===== config.mk =====
export PLATFORM = sky130hd
export DESIGN_NAME = hpi_access_arbiter
export DESIGN_NICKNAME = d
export VERILOG_FILES = /design/src/rtl/hpi_access_arbiter.sv
export SDC_FILE = /design/constraint.sdc
export NUM_CORES = 1
export LEC_CHECK = 0
export BUFFER_PORTS_ARGS = -buffer_cell sky130_fd_sc_hd__buf_4
export CAP_MARGIN = 5
export CELL_PAD_IN_SITES_DETAIL_PLACEMENT = 0
export CELL_PAD_IN_SITES_GLOBAL_PLACEMENT = 1
export CORE_ASPECT_RATIO = 1.25
export CORE_MARGIN = 2
export CORE_UTILIZATION = 34
export DETAILED_ROUTE_END_ITERATION = 8
export PLACE_DENSITY = 0.75
export SLEW_MARGIN = 20
export SYNTH_ARGS = -nofsm -noshare
export SYNTH_HDL_FRONTEND = slang
export SYNTH_SLANG_ARGS = --single-unit

===== constraint.sdc =====
create_clock -name clk_clk -period 1.8 [get_ports clk_clk]
set_input_delay 0.27 -clock clk_clk [delete_from_list [all_inputs] [get_ports clk_clk]]
set_output_delay 0.27 -clock clk_clk [all_outputs]
set_load 0.01 [all_outputs]

===== src/rtl/hpi_access_arbiter.sv =====
// Round-robin arbiter and timing sequencer for the CY7C67200 host-port interface.
// Define HPI_FIXED_PRIO_EN to make requester 0 win every tie instead of alternating.
module hpi_access_arbiter #(
  parameter int SETUP_CYC   = 1,
  parameter int STROBE_CYC  = 3,
  parameter int HOLD_CYC    = 1,
  parameter int RECOVER_CYC = 2,
  parameter int RESET_CYC   = 8
) (
  input  logic        clk_clk,
  input  logic        reset_reset,
  input  logic        req0_valid,
  input  logic        req0_write,
  input  logic [1:0]  req0_addr,
  input  logic [15:0] req0_wdata,
  output logic        req0_ready,
  output logic        req0_done,
  output logic [15:0] req0_rdata,
  input  logic        req1_valid,
  input  logic        req1_write,
  input  logic [1:0]  req1_addr,
  input  logic [15:0] req1_wdata,
  output logic        req1_ready,
  output logic        req1_done,
  output logic [15:0] req1_rdata,
  output logic [1:0]  hpi_address,
  output logic [15:0] hpi_data_out,
  output logic        hpi_data_oe,
  input  logic [15:0] hpi_data_in,
  output logic        hpi_cs_n,
  output logic        hpi_r_n,
  output logic        hpi_w_n,
  output logic        hpi_reset_n,
  output logic        busy
);

  typedef enum logic [2:0] {
    ST_INIT, ST_IDLE, ST_SETUP, ST_STROBE, ST_HOLD, ST_RECOVER
  } state_t;

  localparam logic [3:0] SETUP_LD   = 4'(SETUP_CYC - 1);
  localparam logic [3:0] STROBE_LD  = 4'(STROBE_CYC - 1);
  localparam logic [3:0] HOLD_LD    = 4'(HOLD_CYC - 1);
  localparam logic [3:0] RECOVER_LD = 4'(RECOVER_CYC - 1);
  localparam logic [7:0] INIT_LAST  = 8'(RESET_CYC - 1);

  state_t      state_reg;
  logic [3:0]  phase_cnt_reg;
  logic [7:0]  init_cnt_reg;
  logic        last_grant_reg;
  logic        acc_id_reg;
  logic        acc_write_reg;
  logic [15:0] rd_capture_reg;
  logic [15:0] rdata0_reg, rdata1_reg;
  logic        done0_reg, done1_reg;
  logic [1:0]  address_reg;
  logic [15:0] data_out_reg;
  logic        oe_reg, cs_n_reg, r_n_reg, w_n_reg, reset_n_reg;

  logic grant;
  logic accept;
  logic acc_write_next;
  logic [1:0] acc_addr_next;
  logic [15:0] acc_wdata_next;

  always_comb begin
    grant = 1'b0;
    if (req0_valid && req1_valid) begin
`ifdef HPI_FIXED_PRIO_EN
      grant = 1'b0;
`else
      grant = ~last_grant_reg;
`endif
    end else if (req1_valid) begin
      grant = 1'b1;
    end
  end

  assign req0_ready = (state_reg == ST_IDLE) && req0_valid && !grant;
  assign req1_ready = (state_reg == ST_IDLE) && req1_valid && grant;
  assign accept     = req0_ready || req1_ready;

  assign acc_write_next = grant ? req1_write : req0_write;
  assign acc_addr_next  = grant ? req1_addr  : req0_addr;
  assign acc_wdata_next = grant ? req1_wdata : req0_wdata;

  always_ff @(posedge clk_clk) begin
    if (reset_reset) begin
      state_reg      <= ST_INIT;
      phase_cnt_reg  <= 4'd0;
      init_cnt_reg   <= 8'd0;
      last_grant_reg <= 1'b1;
      acc_id_reg     <= 1'b0;
      acc_write_reg  <= 1'b0;
      rd_capture_reg <= 16'h0000;
      rdata0_reg     <= 16'h0000;
      rdata1_reg     <= 16'h0000;
      done0_reg      <= 1'b0;
      done1_reg      <= 1'b0;
      address_reg    <= 2'b00;
      data_out_reg   <= 16'h0000;
      oe_reg         <= 1'b0;
      cs_n_reg       <= 1'b1;
      r_n_reg        <= 1'b1;
      w_n_reg        <= 1'b1;
      reset_n_reg    <= 1'b0;
    end else begin
      done0_reg <= 1'b0;
      done1_reg <= 1'b0;
      case (state_reg)
        ST_INIT: begin
          if (init_cnt_reg == INIT_LAST) begin
            reset_n_reg <= 1'b1;
            state_reg   <= ST_IDLE;
          end else begin
            init_cnt_reg <= init_cnt_reg + 8'd1;
          end
        end
        ST_IDLE: begin
          if (accept) begin
            acc_id_reg     <= grant;
            acc_write_reg  <= acc_write_next;
            last_grant_reg <= grant;
            address_reg    <= acc_addr_next;
            cs_n_reg       <= 1'b0;
            if (acc_write_next) begin
              data_out_reg <= acc_wdata_next;
              oe_reg       <= 1'b1;
            end
            phase_cnt_reg <= SETUP_LD;
            state_reg     <= ST_SETUP;
          end
        end
        ST_SETUP: begin
          if (phase_cnt_reg == 4'd0) begin
            if (acc_write_reg) w_n_reg <= 1'b0;
            else               r_n_reg <= 1'b0;
            phase_cnt_reg <= STROBE_LD;
            state_reg     <= ST_STROBE;
          end else begin
            phase_cnt_reg <= phase_cnt_reg - 4'd1;
          end
        end
        ST_STROBE: begin
          if (phase_cnt_reg == 4'd0) begin
            // Pad data is sampled on the edge that closes the read strobe.
            if (!acc_write_reg) rd_capture_reg <= hpi_data_in;
            r_n_reg       <= 1'b1;
            w_n_reg       <= 1'b1;
            phase_cnt_reg <= HOLD_LD;
            state_reg     <= ST_HOLD;
          end else begin
            phase_cnt_reg <= phase_cnt_reg - 4'd1;
          end
        end
        ST_HOLD: begin
          if (phase_cnt_reg == 4'd0) begin
            cs_n_reg <= 1'b1;
            oe_reg   <= 1'b0;
            if (acc_id_reg) begin
              done1_reg <= 1'b1;
              if (!acc_write_reg) rdata1_reg <= rd_capture_reg;
            end else begin
              done0_reg <= 1'b1;
              if (!acc_write_reg) rdata0_reg <= rd_capture_reg;
            end
            phase_cnt_reg <= RECOVER_LD;
            state_reg     <= ST_RECOVER;
          end else begin
            phase_cnt_reg <= phase_cnt_reg - 4'd1;
          end
        end
        ST_RECOVER: begin
          if (phase_cnt_reg == 4'd0) state_reg <= ST_IDLE;
          else                       phase_cnt_reg <= phase_cnt_reg - 4'd1;
        end
        default: state_reg <= ST_INIT;
      endcase
    end
  end

  assign req0_done    = done0_reg;
  assign req1_done    = done1_reg;
  assign req0_rdata   = rdata0_reg;
  assign req1_rdata   = rdata1_reg;
  assign hpi_address  = address_reg;
  assign hpi_data_out = data_out_reg;
  assign hpi_data_oe  = oe_reg;
  assign hpi_cs_n     = cs_n_reg;
  assign hpi_r_n      = r_n_reg;
  assign hpi_w_n      = w_n_reg;
  assign hpi_reset_n  = reset_n_reg;
  assign busy         = (state_reg != ST_IDLE);

endmodule


After elaboration in Yosys (flattened, before gate mapping). Cells that the tools add are included.

Logic and storage cells: 102. Memory bits (read-only): 0. Latch bits: 0. Bits in writable memories: 0. Output and inout port bits: 60. Memories kept: 0. Flip-flop bits (word level): 91.

Divide/modulo/power cells: 0. Shifts and indexed selects: 0. Mux-type cells: 33. Equal/unequal tests: 17. $mul: 0. Reductions and logical operators: 26. Add/sub/neg operators: 2. Bitwise operators: 6. Order comparisons: 0.

Operators by type and width (count): $mux 4 (5); $ne 2x2->1 const B (10); $pmux 4 s5 (1); $reduce_and 4->1 (5); $mux 3 (6); $pmux 3 s6 (1); $mux 16 (1); $mux 1 (14); $reduce_and 3->1 (4); $add 8x1->8 const B (1); $eq 8x3->1 const B (1); $pmux 1 s2 (4); $eq 3x2->1 const B (2); $eq 3x3->1 const B (2); $not 1->1 (6); $reduce_and 2->1 (3); $reduce_and 6->1 (1); $logic_and 1x1->1 (5); $reduce_bool 5->1 (1); $logic_not 4->1 (1); $reduce_bool 2->1 (2); $sub 4x1->4 const B (1); $eq 3x1->1 const B (1); $logic_not 3->1 (1); 5 further kinds (5).

Depth between registers and ports, before layout.
Depth in word-level cells: 7. Gate-level depth with buffers: 8.

Least setup slack after synthesis. Ideal clock, no wire load.

Path type: register to register. From: register phase_cnt_reg[0]. To: register rdata0_reg[10], in the netlist req0_rdata[10]. Clock period less this slack: 1.729 ns. Cell stages (with the launch flop): 8. Path slack: 0.071 ns. Path buffers: 1. Arrival: 1.602 ns. Cells stage by stage: dfxtp_1 > inv_1 > ha_1 > nor3b_4 > nand3_2 > buf_2 > mux2i_1 > nor2_1.

Word-level cells in the longest chain between the ends: 2.

RTL lines: start: declaration (line 48) `logic [3:0] phase_cnt_reg;`; start signal: assignment (line 141) `phase_cnt_reg <= phase_cnt_reg - 4'd1;`; start signal: assignment (line 153) `phase_cnt_reg <= phase_cnt_reg - 4'd1;`; start signal: assignment (line 170) `phase_cnt_reg <= phase_cnt_reg - 4'd1;`; $logic_not 4->1 (line 157) `if (phase_cnt_reg == 4'd0) begin`; $reduce_and 4->1 (no line); end signal: assignment (line 165) `if (!acc_write_reg) rdata0_reg <= rd_capture_reg;`; end: declaration (line 54) `logic [15:0] rdata0_reg, rdata1_reg;`.

No other way between the ends. A chain may end at the register's enable or synchronous reset.

Worst setup path after layout.
From: register phase_cnt_reg[0]. To: register w_n_reg, in the netlist hpi_w_n.

Word-level cells in the longest chain between the ends: 3. Elaborated cells between the ends (all ways): 4. Those cells by class: eq/ne: 2; reduce/logical: 2.

RTL lines: $logic_not 4->1 * (line 135, 145); $ne 2x2->1 (no line); $reduce_and 4->1 (no line) *; end signal: assignment (line 105) `w_n_reg <= 1'b1;`; end signal: assignment (line 136) `if (acc_write_reg) w_n_reg <= 1'b0;`; end signal: assignment (line 149) `w_n_reg <= 1'b1;`; end: declaration (line 58) `logic oe_reg, cs_n_reg, r_n_reg, w_n_reg, reset_n_reg;`.

Mark *: on every way between the ends. The rest lies on a longest branch, timed or not.

==> metrics.md <==
| Metric | Value |
|---|---|
| Status | `finished, final reports clean` |
| CP cell instances | `inv_1, ha_1, or3b_2, nor2_1, nand2_1, a211o_1` |
| Hold path start | `hpi_data_in[3]` |
| Non-filler cells, final | `685` |
| Area growth syn-to-layout | `36.7%` |
| Row count | `43` |
| R2r endpoint | `hpi_w_n` |
| Top-level I/O count | `118` |
| Die outline height | `122 um` |
| Worst EP required | `2.03 ns` |
| Top sig layer | `met4` |
| Setup violators final | `0` |
| H-tree levels | `3` |
| Full die area | `12100 um^2` |
| Placement Cell Area | `4910 um^2` |
| Library cells used by synthesis | `53` |
| Pins Over Slew Limit | `0` |
| Yosys warnings | `0` |
| Pwr dens | `844 nW/um^2` |
| Synth area leader | `dfxtp_1` |
| Fill cell count | `1081` |
| CTS tree | `done` |
| RSZ-0062 raised after global routing | `true` |
| Pin count of the biggest net entering global routing | `39` |
| Vias | `3404` |
| Cells after synthesis | `422` |
| Syn nets | `483` |
| DRT Pass-1 Iters | `4` |
| Sw Ratio | `24.3%` |
| Crit start category | `register` |
| Vias per inst | `4.97` |
| Internal Pwr Total | `3.33 mW` |
| Gate power share | `13.2%` |
| Antenna violations before repair | `0` |
| Seq/Total Area, Yosys | `47.8%` |
| Crit Path Category | `reg -> reg` |
| Antenna-violating nets left | `0` |
| Dpl cells | `669` |
| Ys async rst share | `0%` |
| Number of synthesized flops with an enable pin | `0` |
| R2R Path Start | `phase_cnt_reg[0]` |
| FF+latch count, synth | `91` |
| Worst slew pin tran | `0.466 ns` |
| Worst-path clk slew | `0.06 ns` |
| Hold violation count in the final report | `0` |
| Total power | `4.40 mW` |
| Yosys top cell area share | `47.8%` |
| Met3 wire len | `711 um` |
| Number of max-cap violations | `0` |
| Clock network fraction of design power | `38.6%` |
| Worst ir drop on vdd | `0.000384 V` |
| Synth top area cells | `dfxtp_1 (48%), mux2i_1 (9.2%), a21oi_1 (7.7%)` |
| GPL Wtd Cong | `0.758` |
| Final Cycle Share | `95.8%` |
| Arrival @ worst endpoint | `1.95 ns` |
| Reg power frac | `48.2%` |
| Netlist Area Pre-Place | `3810 um^2` |
| Worst Hold Class | `in -> reg` |
| Nets | `607` |
| Number of global-route vias before repair | `3360` |
| Final instance area | `5220 um^2` |
| Syn_area_per_cell | `9.04 um^2` |
| Grt total ovfl | `0` |
| Crit. Startpoint | `phase_cnt_reg[0]` |
| Root Buffer | `clkbuf_16` |
| DRC | `0` |
| Final WL | `9.34 mm` |
| CTS Buf Count | `9` |
| Die width | `98.7 um` |
| CP Capture Type | `register` |
| Layout cells sized above 1 | `32.9%` |
| Wire length per cell | `13.6 um` |
| Relative slew slack | `68.6%` |
| Shortest period the worst path allows | `1.73 ns` |
| R2R depth | `6` |
| Flop2flop setup slack | `0.07 ns` |
| Hold-fix buffers, CTS | `0` |
| WL met2 | `4.34 mm` |
| End of the critical path | `hpi_w_n` |
| Clk Latency, worst-skew pair | `0.34 ns` |
| N_diodes | `0` |
| Core area | `11000 um^2` |
| Post-Route M1 WL | `4.17 mm` |
| Slowest stage delay, CP | `0.51 ns` |
| Switching power of the nets | `1.07 mW` |
| Slowest cell on crit path | `or3b_2` |
| Initial drt markers | `149` |
| LEAKAGE | `2.19 nW` |
| Clock buffer depth | `2` |
| Max Clk Rate | `0.580 GHz` |
| Post-DP HPWL | `6.78 mm` |
| Synth Flop Type | `dfxtp_1` |
| Clock Sink Count | `91` |
| Clk_skew | `0.00820 ns` |
| First-pass GRT wire length | `15.3 mm` |
| GR Util All Layers | `15.4%` |
| Initial Util | `34.6%` |
| CP Max Fanout | `5` |
| PortBufs | `117` |
[critical path, delay by kind of cell (launching register included)]
family                     cells  cell delay, ns
and+or+nand+nor                3            0.70
DFF                            1            0.34
adders and majority gates      1            0.20
AOI/OAI and AO/OA              1            0.29
buffers and inverters          1            0.09
[stage by stage]
| stage | util [%] | TNS, ns | worst slack [ns] | hold slack (ns) |
|---|---|---|---|---|
| after floorplan | - | 0 | 0.0708 | 0.406 |
| after global placement | 44.5 | 0 | 0.125 | 0.436 |
| after detailed placement | 44.5 | 0 | 0.0705 | 0.446 |
| after CTS | 47.0 | 0 | 0.0528 | 0.166 |
| after global routing | 47.3 | -0.0281 | -0.0190 | 0.176 |
| final | 47.3 | 0 | 0.0749 | 0.181 |
[per-layer routing]
layer / track usage (%) / vias up
met3: 4.95 / 10
met2: 26.0 / 111
met1: 18.7 / 1560
met4: 5.14 / 0
li1: - / 1723
met5: 0 / -
[Yosys cell counts (all sizes together) (2+ instances only)]
library cell,instances
a2111oi,2
a211o,2
a211oi,18
a21oi,59
a311oi,2
and2,3
and3,3
buf,17
clkbuf,11
dfxtp,91
ha,3
inv,3
mux2,2
mux2i,35
nand2,77
nand2b,5
nand3,3
nand4,2
nor2,39
nor3,6
nor3b,5
nor4,2
o21a,3
o21ai,5
or3,2
xnor2,2
xor2,3
[final cells by class]
| class | count | area, um^2 | share of cell area, % |
|---|---|---|---|
| clock buffer | 10 | 239 | 4.58 |
| clock inverter | 5 | 30.0 | 0.576 |
| inverter | 3 | 11.3 | 0.216 |
| multi-input combinational | 300 | 1850 | 35.6 |
| sequential | 91 | 1830 | 35.1 |
| tap | 135 | 169 | 3.24 |
| timing repair buffer | 141 | 1080 | 20.8 |
[power by group through the flow]
stage | clock [mW] | sequential, mW | combinational, mW
floorplan | 0 | 2.16 | 0.319
global placement | 0 | 2.16 | 0.563
detailed placement | 0 | 2.16 | 0.570
CTS | 1.76 | 2.12 | 0.576
global route | 1.86 | 2.13 | 0.643
finish | 1.70 | 2.12 | 0.583
[kinds of logic after synthesis]
kind of cell,synth area share [%]
DFF,47.8
xor gates and xnor gates,1.15
muxes,9.78
adders and majority gates,0.984
AOI/OAI and AO/OA,17.1
buffers and inverters,4.00
and+or+nand+nor,19.2
[how the worst min path moves through the flow]
stage	endpoint	slack (ns)	depth (start not counted)
2_1_floorplan	rd_capture_reg[0]	0.41	2
3_3_place_gp	hpi_cs_n	0.44	2
3_5_place_dp	req1_rdata[7]	0.45	2
4_1_cts	rd_capture_reg[4]	0.17	3
5_1_grt	rd_capture_reg[4]	0.18	3
6_report	rd_capture_reg[3]	0.18	3
[repair_timing]
action | 4_1_cts | 5_1_grt
cloned | 0 | 0
pin swaps | 0 | 3
setup endpoints to repair | 2 | 7
resized for setup | 3 | 6
buffers inserted | 0 | 1
[placed cells by master, fill, tap and decap left out, drive strengths merged, types with 5 or more instances in the layout]
master | synthesis | layout
o21ai | 5 | 5
clkbuf | 11 | 10
a211oi | 18 | 18
a21oi | 59 | 59
nand2 | 77 | 77
mux2i | 35 | 35
dfxtp | 91 | 91
buf | 17 | 141
nor3 | 6 | 6
nor3b | 5 | 5
nand2b | 5 | 5
nor2 | 39 | 39
No activity file was read; power rests on OpenSTA's default activity.
